### src/rtl/pipe_pkg.sv
// pipe_pkg -- shared definitions for the pipeline hazard/stall/flush controller.
//   NOP_OP          : opcode the datapath loads into D/E or E/M op on a bubble
//   state_e         : controller FSM states (RUN, STALL, MWAIT, REDIR)
//   FWD_REG..FWD_W  : operand-source select codes driven on fwd_s / fwd_t
// Optional feature macro used by the files importing this package:
//   PIPE_CTRL_FWD_EN (operand forwarding; undefined = full scoreboard stalls)
package pipe_pkg;

    localparam logic [5:0] NOP_OP = 6'b110111;

    typedef enum logic [1:0] {
        RUN   = 2'd0,
        STALL = 2'd1,
        MWAIT = 2'd2,
        REDIR = 2'd3
    } state_e;

    localparam logic [1:0] FWD_REG = 2'd0;
    localparam logic [1:0] FWD_E   = 2'd1;
    localparam logic [1:0] FWD_M   = 2'd2;
    localparam logic [1:0] FWD_W   = 2'd3;

endpackage

### src/rtl/pipe_ctrl_hazard_cmp.sv
// hazard_cmp -- compares one decode source register against the E/M/W
// destination scoreboard.
//   id_valid  in  1  decode stage holds a real instruction
//   src       in  5  decode source register (0 = no dependency)
//   wreg_e/m/w in 5  in-flight destination registers (0 = empty slot)
//   load_e    in  1  instruction in E is a load
//   hit       out 1  this source must stall decode
//   fwd_sel   out 2  operand source select (FWD_* codes)
// Macro PIPE_CTRL_FWD_EN: when defined only a load in E stalls and the newest
// matching stage is selected for forwarding; otherwise any match stalls and
// fwd_sel stays FWD_REG.
module hazard_cmp
    import pipe_pkg::*;
(
    input  logic       id_valid,
    input  logic [4:0] src,
    input  logic [4:0] wreg_e,
    input  logic [4:0] wreg_m,
    input  logic [4:0] wreg_w,
    input  logic       load_e,
    output logic       hit,
    output logic [1:0] fwd_sel
);

    logic match_e;
    logic match_m;
    logic match_w;

    // Register 0 never creates a dependency, so gate every match with src!=0.
    always_comb begin
        match_e = (src != 5'd0) && (src == wreg_e);
        match_m = (src != 5'd0) && (src == wreg_m);
        match_w = (src != 5'd0) && (src == wreg_w);
    end

`ifdef PIPE_CTRL_FWD_EN
    always_comb begin
        hit = id_valid && match_e && load_e;
        // Newest producer wins: E holds the youngest value.
        if (match_e) begin
            fwd_sel = FWD_E;
        end else if (match_m) begin
            fwd_sel = FWD_M;
        end else if (match_w) begin
            fwd_sel = FWD_W;
        end else begin
            fwd_sel = FWD_REG;
        end
    end
`else
    logic unused_load_e;

    always_comb begin
        hit           = id_valid && (match_e || match_m || match_w);
        fwd_sel       = FWD_REG;
        unused_load_e = load_e;
    end
`endif

endmodule

### src/rtl/pipe_ctrl.sv
// pipe_ctrl -- hazard/stall/flush controller for the 5-stage pipeline.
// Keeps an E/M/W destination-register scoreboard, stalls decode on RAW hazards,
// freezes the whole pipe while data memory is busy and flushes wrong-path work
// after a taken branch/jump resolved in E.
//   clk, rstd                  clock (rising edge), async active-low reset
//   id_valid,id_rs,id_rt       decode instruction and its source registers
//   id_wreg,id_load            decode destination register / is-load flag
//   ex_redirect, dm_busy       redirect from E, data memory not ready
//   pc_we,fd_we,fd_flush       PC and F/D controls
//   de_we,de_bub,em_we,em_bub  D/E and E/M enables / NOP_OP bubble loads
//   mw_we                      M/W enable (also advances the scoreboard)
//   fwd_s,fwd_t                operand source select (forwarding build only)
//   stall_cycles               saturating count of non-RUN behaviour cycles
// Macro PIPE_CTRL_FWD_EN enables forwarding (load-use stalls only).
module pipe_ctrl
    import pipe_pkg::*;
#(
    parameter int unsigned REDIR_CYC = 1,
    parameter int unsigned CNT_W     = 16
) (
    input  logic             clk,
    input  logic             rstd,
    input  logic             id_valid,
    input  logic [4:0]       id_rs,
    input  logic [4:0]       id_rt,
    input  logic [4:0]       id_wreg,
    input  logic             id_load,
    input  logic             ex_redirect,
    input  logic             dm_busy,
    output logic             pc_we,
    output logic             fd_we,
    output logic             fd_flush,
    output logic             de_we,
    output logic             de_bub,
    output logic             em_we,
    output logic             em_bub,
    output logic             mw_we,
    output logic [1:0]       fwd_s,
    output logic [1:0]       fwd_t,
    output logic [CNT_W-1:0] stall_cycles
);

    localparam logic [2:0] REDIR_LOAD = 3'(REDIR_CYC);

    state_e            state_q, state_d;
    state_e            saved_q, saved_d;
    state_e            eff_state;
    logic [2:0]        redir_cnt_q, redir_cnt_d;
    logic [4:0]        wreg_e_q, wreg_e_d;
    logic [4:0]        wreg_m_q, wreg_m_d;
    logic [4:0]        wreg_w_q, wreg_w_d;
    logic              load_e_q, load_e_d;
    logic [CNT_W-1:0]  stall_cycles_q, stall_cycles_d;

    logic              hit_s, hit_t, hazard;
    logic [1:0]        fwd_s_c, fwd_t_c;
    logic              pc_we_c, fd_we_c, fd_flush_c, de_we_c, de_bub_c;
    logic              em_we_c, em_bub_c, mw_we_c;

    hazard_cmp u_cmp_rs (
        .id_valid (id_valid),
        .src      (id_rs),
        .wreg_e   (wreg_e_q),
        .wreg_m   (wreg_m_q),
        .wreg_w   (wreg_w_q),
        .load_e   (load_e_q),
        .hit      (hit_s),
        .fwd_sel  (fwd_s_c)
    );

    hazard_cmp u_cmp_rt (
        .id_valid (id_valid),
        .src      (id_rt),
        .wreg_e   (wreg_e_q),
        .wreg_m   (wreg_m_q),
        .wreg_w   (wreg_w_q),
        .load_e   (load_e_q),
        .hit      (hit_t),
        .fwd_sel  (fwd_t_c)
    );

    assign hazard = hit_s || hit_t;

    // Leaving MWAIT the controller behaves as the state it was frozen in, in
    // the same cycle dm_busy drops (no extra recovery cycle).
    assign eff_state = (state_q == MWAIT) ? saved_q : state_q;

    always_comb begin
        state_d     = state_q;
        saved_d     = saved_q;
        redir_cnt_d = redir_cnt_q;
        pc_we_c     = 1'b1;
        fd_we_c     = 1'b1;
        fd_flush_c  = 1'b0;
        de_we_c     = 1'b1;
        de_bub_c    = 1'b0;
        em_we_c     = 1'b1;
        em_bub_c    = 1'b0;
        mw_we_c     = 1'b1;

        if (dm_busy) begin
            pc_we_c = 1'b0;
            fd_we_c = 1'b0;
            de_we_c = 1'b0;
            em_we_c = 1'b0;
            mw_we_c = 1'b0;
            state_d = MWAIT;
            if (state_q != MWAIT) begin
                saved_d = state_q;
            end
        end else if (ex_redirect) begin
            // Wrong-path instruction in D is killed; any pending stall is moot.
            fd_flush_c  = 1'b1;
            de_bub_c    = 1'b1;
            state_d     = REDIR;
            redir_cnt_d = REDIR_LOAD;
        end else if (eff_state == REDIR) begin
            fd_flush_c = 1'b1;
            if (redir_cnt_q <= 3'd1) begin
                state_d     = RUN;
                redir_cnt_d = 3'd0;
            end else begin
                state_d     = REDIR;
                redir_cnt_d = redir_cnt_q - 3'd1;
            end
        end else if (hazard) begin
            pc_we_c  = 1'b0;
            fd_we_c  = 1'b0;
            de_bub_c = 1'b1;
            state_d  = STALL;
        end else begin
            state_d = RUN;
        end
    end

    // Scoreboard advances with the M/W register; a bubble enters E as "no dest".
    always_comb begin
        wreg_e_d = wreg_e_q;
        wreg_m_d = wreg_m_q;
        wreg_w_d = wreg_w_q;
        load_e_d = load_e_q;
        if (mw_we_c) begin
            wreg_w_d = wreg_m_q;
            wreg_m_d = wreg_e_q;
            wreg_e_d = de_bub_c ? 5'd0 : id_wreg;
            load_e_d = de_bub_c ? 1'b0 : id_load;
        end
    end

    // A cycle is counted whenever the controller is not doing plain RUN work:
    // PC held (stall or memory wait) or the fetch path is being flushed.
    always_comb begin
        stall_cycles_d = stall_cycles_q;
        if ((!pc_we_c || fd_flush_c) && (stall_cycles_q != {CNT_W{1'b1}})) begin
            stall_cycles_d = stall_cycles_q + 1'b1;
        end
    end

    always_ff @(posedge clk or negedge rstd) begin
        if (!rstd) begin
            state_q        <= RUN;
            saved_q        <= RUN;
            redir_cnt_q    <= 3'd0;
            wreg_e_q       <= 5'd0;
            wreg_m_q       <= 5'd0;
            wreg_w_q       <= 5'd0;
            load_e_q       <= 1'b0;
            stall_cycles_q <= '0;
        end else begin
            state_q        <= state_d;
            saved_q        <= saved_d;
            redir_cnt_q    <= redir_cnt_d;
            wreg_e_q       <= wreg_e_d;
            wreg_m_q       <= wreg_m_d;
            wreg_w_q       <= wreg_w_d;
            load_e_q       <= load_e_d;
            stall_cycles_q <= stall_cycles_d;
        end
    end

    // While reset is held the pipe registers are frozen and load bubbles.
    always_comb begin
        pc_we        = rstd && pc_we_c;
        fd_we        = rstd && fd_we_c;
        fd_flush     = !rstd || fd_flush_c;
        de_we        = rstd && de_we_c;
        de_bub       = !rstd || de_bub_c;
        em_we        = rstd && em_we_c;
        em_bub       = !rstd || em_bub_c;
        mw_we        = rstd && mw_we_c;
        fwd_s        = rstd ? fwd_s_c : FWD_REG;
        fwd_t        = rstd ? fwd_t_c : FWD_REG;
        stall_cycles = stall_cycles_q;
    end

endmodule

### config.mk
export PLATFORM = sky130hd
export DESIGN_NAME = pipe_ctrl
export DESIGN_NICKNAME = d
export VERILOG_FILES = /design/src/rtl/pipe_pkg.sv /design/src/rtl/pipe_ctrl_hazard_cmp.sv /design/src/rtl/pipe_ctrl.sv
export SDC_FILE = /design/constraint.sdc
export NUM_CORES = 1
export LEC_CHECK = 0
export BUFFER_PORTS_ARGS = -buffer_cell sky130_fd_sc_hd__buf_4
export CAP_MARGIN = 5
export CORE_MARGIN = 5
export CORE_UTILIZATION = 55
export DETAILED_ROUTE_END_ITERATION = 8
export HOLD_SLACK_MARGIN = 0.12
export PLACE_DENSITY = 0.8
export SYNTH_ARGS = -nofsm -noshare
export SYNTH_HDL_FRONTEND = slang
export SYNTH_HIERARCHICAL = 1
export SYNTH_SLANG_ARGS = --single-unit
export TNS_END_PERCENT = 10
### constraint.sdc
create_clock -name clk -period 2.7 [get_ports clk]
set_input_delay 0.405 -clock clk [delete_from_list [all_inputs] [get_ports clk]]
set_output_delay 0.405 -clock clk [all_outputs]
set_load 0.02 [all_outputs]
# Word level (Yosys, flattened, before mapping)
# Index checks and enable logic that the tools add are counted.
# Widths: inputs -> output; s select.
# classes
bitwise	1
n_eq_ne	10
reduce_logical	26
n_mux	22
order_cmp	1
addsub	2
# ops
op	count
$eq 5x5->1	6
$add 16x1->16 const B	1
$ne 16x16->1 const B	1
$mux 1	13
$logic_and 1x1->1	11
$mux 2	5
$reduce_bool 5->1	2
$mux 3	3
$logic_or 1x1->1	8
$mux 5	1
$eq 2x2->1 const B	2
$reduce_and 2->1	2
$le 3x1->1 const B	1
$sub 3x1->3 const B	1
$logic_not 1->1	2
$ne 2x2->1 const B	1
$reduce_bool 2->1	1
$not 1->1	1
# word_totals
wordCells	69
out_inout_bits	28
input_bits	21
register_bits	38

# Longest topological paths before layout
# logic_depth
word_depth	13
mapped_depth	8
depth_no_buf	8

# Modules after synthesis
# The synthesis kept the hierarchy.
# by_module_without_submodules
module	n_inst	cells_per_inst	area_per_inst_um2
pipe_ctrl	1	169	1954.4
hazard_cmp	2	27	198.9

# Worst setup path after synthesis
# OpenSTA, ideal clock, no wires.
# synth_timing
path_kind	input to output
start	input id_rt[1]
end	output pc_we
path_slack_ps	-132
path_stages	7
required_ps	2295
arrival_time_ps	2427
path_cell_list	or4_1 > o21ai_1 > a31oi_1 > or2_2 > a21boi_0 > a21boi_0 > buf_4
# synth_between
elab_chain_len	11
# synth_lines
item	line	source
start, declared	pipe_ctrl.sv:25	input logic [4:0] id_rt,
$eq 5x5->1, or another cell as far along	pipe_ctrl_hazard_cmp.sv:31	match_e = (src != 5'd0) && (src == wreg_e);
$logic_and 1x1->1 (on tied branches)	pipe_ctrl_hazard_cmp.sv:31, pipe_ctrl_hazard_cmp.sv:32	
$logic_or 1x1->1	pipe_ctrl_hazard_cmp.sv:54	hit = id_valid && (match_e || match_m || match_w);
$logic_or 1x1->1 *	pipe_ctrl_hazard_cmp.sv:54	
$logic_and 1x1->1 *	pipe_ctrl_hazard_cmp.sv:54	
named net hit_t	pipe_ctrl.sv:55	logic hit_s, hit_t, hazard;
$logic_or 1x1->1 *	pipe_ctrl.sv:82	assign hazard = hit_s || hit_t;
$mux 1 * (4 in a row)	-	
$logic_and 1x1->1 *	-	
end, declared	pipe_ctrl.sv:30	output logic pc_we,
# Mark *: on every way through the listed nets, which the timed path passes. The rest lies on a longest branch.

# Worst setup path after layout
# layout_timing
start	input id_rs[1]
end	output fd_we
# layout_between
elab_chain_len	11
# layout_lines
item	line	source
start, declared	pipe_ctrl.sv:24	input logic [4:0] id_rs,
$eq 5x5->1, or another cell as far along	pipe_ctrl_hazard_cmp.sv:31	
$logic_and 1x1->1 (on tied branches)	pipe_ctrl_hazard_cmp.sv:31, pipe_ctrl_hazard_cmp.sv:32	
$logic_or 1x1->1	pipe_ctrl_hazard_cmp.sv:54	
$logic_or 1x1->1 *	pipe_ctrl_hazard_cmp.sv:54	
$logic_and 1x1->1 *	pipe_ctrl_hazard_cmp.sv:54	
named net hit_s	pipe_ctrl.sv:55	
$logic_or 1x1->1 *	pipe_ctrl.sv:82	
$mux 1 *	pipe_ctrl.sv:126	end else if (hazard) begin
$mux 1 *	pipe_ctrl.sv:117	end else if (eff_state == REDIR) begin
$mux 1 *	pipe_ctrl.sv:111	end else if (ex_redirect) begin
$mux 1 *	pipe_ctrl.sv:101	if (dm_busy) begin
$logic_and 1x1->1 *	pipe_ctrl.sv:184	fd_we = rstd && fd_we_c;
end, declared	pipe_ctrl.sv:31	output logic fd_we,
# Marked as above.

==> flow_results.org <==
** Finish
- Fraction of final layout cells sized beyond drive strength 1 :: 31.58%
- For this run, the post-layout net count is 289.
- Share of the core filled with cells in the final layout :: 70.43%
- The number of antenna diodes in the final layout is 0.
- Finished layout cell area :: 2858 um^2
- Relative to the synthesized area, the layout overhead comes to 23.26%.

** Outcome
- Result of the run :: finished, final reports clean

** Pwr
- Portion of total power attributed to the clock network :: 26.3%
- Net switching fraction of the power :: 36.21%
- The design draws 2.257 mW.
- Maximum ir drop on the vdd rail :: 775.2 uV
- The share of total power dissipated in combinational logic is 34.1%.
- Summed over all nets, the switching power comes to 817.3 uW.
- Leakage Power :: 1.254 nW
- Seq pwr share :: 39.6%
- In this run the power density over the cells is 789.9 nW/um^2.
- The internal portion of the total power is 1.440 mW.

** Worst setup path
- In this run the worst setup path begins at id_rs[1].
- Counting both buffers and inverters, the worst setup path holds a total of 2.
- Data required time at the worst endpoint :: 2.30 ns
- Gate family responsible for the most delay along the worst path :: simple AND/OR/NAND/NOR gates
- Arrival time at the worst endpoint :: 2.19 ns
- By startpoint and endpoint, the worst setup path is classified as primary input to output port.
- Critical Path Max Stage Delay :: 0.53 ns
- Among all stages on the critical path, the largest delay is contributed by sky130_fd_sc_hd__or4_1.
- The startpoint identified for the worst register-to-register timing path is wreg_e_q[1].
- CP Launch Type :: primary input
- STA classifies the critical path endpoint as an output port.
- Most used cell along the critical path :: sky130_fd_sc_hd__buf_4
- Along the worst path, the maximum fanout reaches 4.
- Critical path, cell by cell :: buf_4 -> or4_1 -> o21ai_1 -> a31oi_4 -> or2_2 -> a21boi_2 -> a21boi_1 -> buf_4

** Timing
- Skew final :: 0.002689 ns
- Setup Total Neg Slack :: 0 ns
- Slew headroom :: 48.11%
- The final number of hold-violating endpoints came to 0.
- Pins Over Slew Limit :: 0
- Worst hold margin :: 0.3276 ns
- Slew at the pin closest to its max-slew limit :: 0.7702 ns
- Setup violations remaining at the end of the flow were counted as 0.
- Part of the cycle the worst path needs :: 96.17%
- Subtracting the final worst setup slack from the clock period gives 2.597 ns.
- Static timing analysis puts the maximum clock frequency at 385.1 MHz.

** Placed design
- Placer congestion estimate :: 0.8514
- In this run the cell area measured after placement is 2665 um^2.
- Hpwl dp :: 3.697 mm
- Buffers added on ports :: 43

** Routing
- Starting DRC count in detailed routing :: 89
- Via Count :: 1,805
- In the routed design, unresolved DRC markers number 0.
- In the final routed layout, each cell accounts on average for 16.31 um.
- Detail Route Antenna Nets :: 0
- Drt pass-1 iters :: 4
- Mean number of vias per cell :: 5.712
- Routed Wire Length :: 5.155 mm

** Global routing
- Total routing usage reported by global routing :: 19.53%
- Number of antenna violations at the first check in global routing :: 0
- Global routing finished with a remaining overflow of 0.
- Global-route wire length before repair :: 8.217 mm
- Pin count of the biggest net entering global routing :: 33
- The number of global-route vias before repair is 1,733.

** Synth
- Yosys warning count :: 6
- Netlist area before placement :: 2318 um^2
- Synthesis handed over a netlist of 221 instances.
- A synthesized cell averages 10.49 um^2.

** Run
- Across the run, the number of max-cap violations was 0.

** Min path
- Class of the tightest hold or removal check :: primary input to flip-flop
- The startpoint identified for the worst hold timing path is id_wreg[2].

** CTS
- The clock reaches the later pin of the worst-skew pair after 0.29 ns.
- TritonCTS Buffers :: 5
- Clock tree from TritonCTS :: built
- The tree built by TritonCTS fans out to 38 sinks.
- The H-tree was split into 2 levels.
- Max clock buf depth :: 2
- After clock tree synthesis, the clock-pin slew on the worst setup and hold paths is 0.07 ns.
- Root buffer selected by CTS :: sky130_fd_sc_hd__clkbuf_8
- In this run the post-CTS setup repair buffer count came out at 0.

** Die
- Total die area :: 5614 um^2
- In this run the horizontal extent of the chip is 74.93 um.
- Core Box Area :: 4058 um^2
- Die Ht :: 74.93 um
- For this configuration, the core starts out at a cell density of 57.14%.
- Top-level I/O count :: 49
- Number of placement rows :: 23
## power groups by stage
stage / clock network (mW) / logic (mW) / registers [mW]
6_report: 0.593 / 0.770 / 0.894
5_1_grt: 0.631 / 0.839 / 0.916
4_1_cts: 0.606 / 0.762 / 0.891
3_5_place_dp: 0 / 0.755 / 0.898
3_3_place_gp: 0 / 0.732 / 0.890
2_1_floorplan: 0 / 0.411 / 0.956
## sequential cells by signal (all words and copies together), names as in the netlist
| name | count |
|---|---|
| state_q | 2 |
| saved_q | 2 |
| wreg_m_q | 5 |
| stall_cycles | 16 |
| redir_cnt_q | 3 |
| wreg_w_q | 5 |
| wreg_e_q | 5 |
## repair_timing
action / in CTS / in global routing
hold endpoints to repair: 17 / 0
setup endpoints to repair: 1 / 3
gates resized for setup: 1 / 7
hold buffers: 1 / 0
pin swaps: 0 / 1
## per-layer routing
layer  global-route usage [%]  part of all wire [%]  vias to the layer above  wire, um
li1                         -                     -                      872         -
met1                    25.30                    42                      893      2183
met2                    32.59                    51                       33      2632
met3                    4.139                   5.2                        7       266
met4                    6.522                   1.4                        0        74
met5                        0                     0                        -         0
## cells in the final DEF, fill, tap and decap left out, drive strengths merged
cell type / count
a2111oi: 2
a211oi: 2
a21boi: 3
a21o: 1
a21oi: 6
a22o: 6
a31oi: 4
and2: 5
and3: 2
buf: 48
bufinv: 2
clkbuf: 6
conb: 4
dfrtp: 38
dlygate4sd3: 1
ha: 3
inv: 5
mux2: 12
mux2i: 1
nand2: 10
nand3: 14
nand4: 4
nor2: 5
nor3: 10
nor4: 7
o2111ai: 1
o211ai: 4
o21ai: 9
o21bai: 1
o41ai: 1
or2: 2
or3: 1
or4: 2
xnor2: 18
xor2: 26
## final timing paths
path,endpoint,slack [ns],cells after the start
min reg2reg,stall_cycles[14],0.52,1
max reg2reg,stall_cycles[7],0.40,10
min in group asynchronous,redir_cnt_q[1],0.56,2
max,fd_we,0.10,8
max in group asynchronous,stall_cycles[5],1.57,3
min,wreg_e_q[2],0.33,2
## area by class of cell
cell class	count	area, um^2
well taps	50	62.56
multi-input cells	166	1313
flip-flops and latches	38	950.9
inverters	5	18.77
clock inverters	2	60.06
fillers	307	1200
repair buffers	49	370.4
clock buffers	6	82.58
## metrics by stage
step | instances | worst slack [ns]
2_1_floorplan | 223 | 0.06668
3_3_place_gp | 307 | 0.1483
3_5_place_dp | 307 | 0.1339
4_1_cts | 316 | 0.03881
5_1_grt | 316 | -0.02909
6_report | 316 | 0.1035
Power figures use the tool's default switching activity.
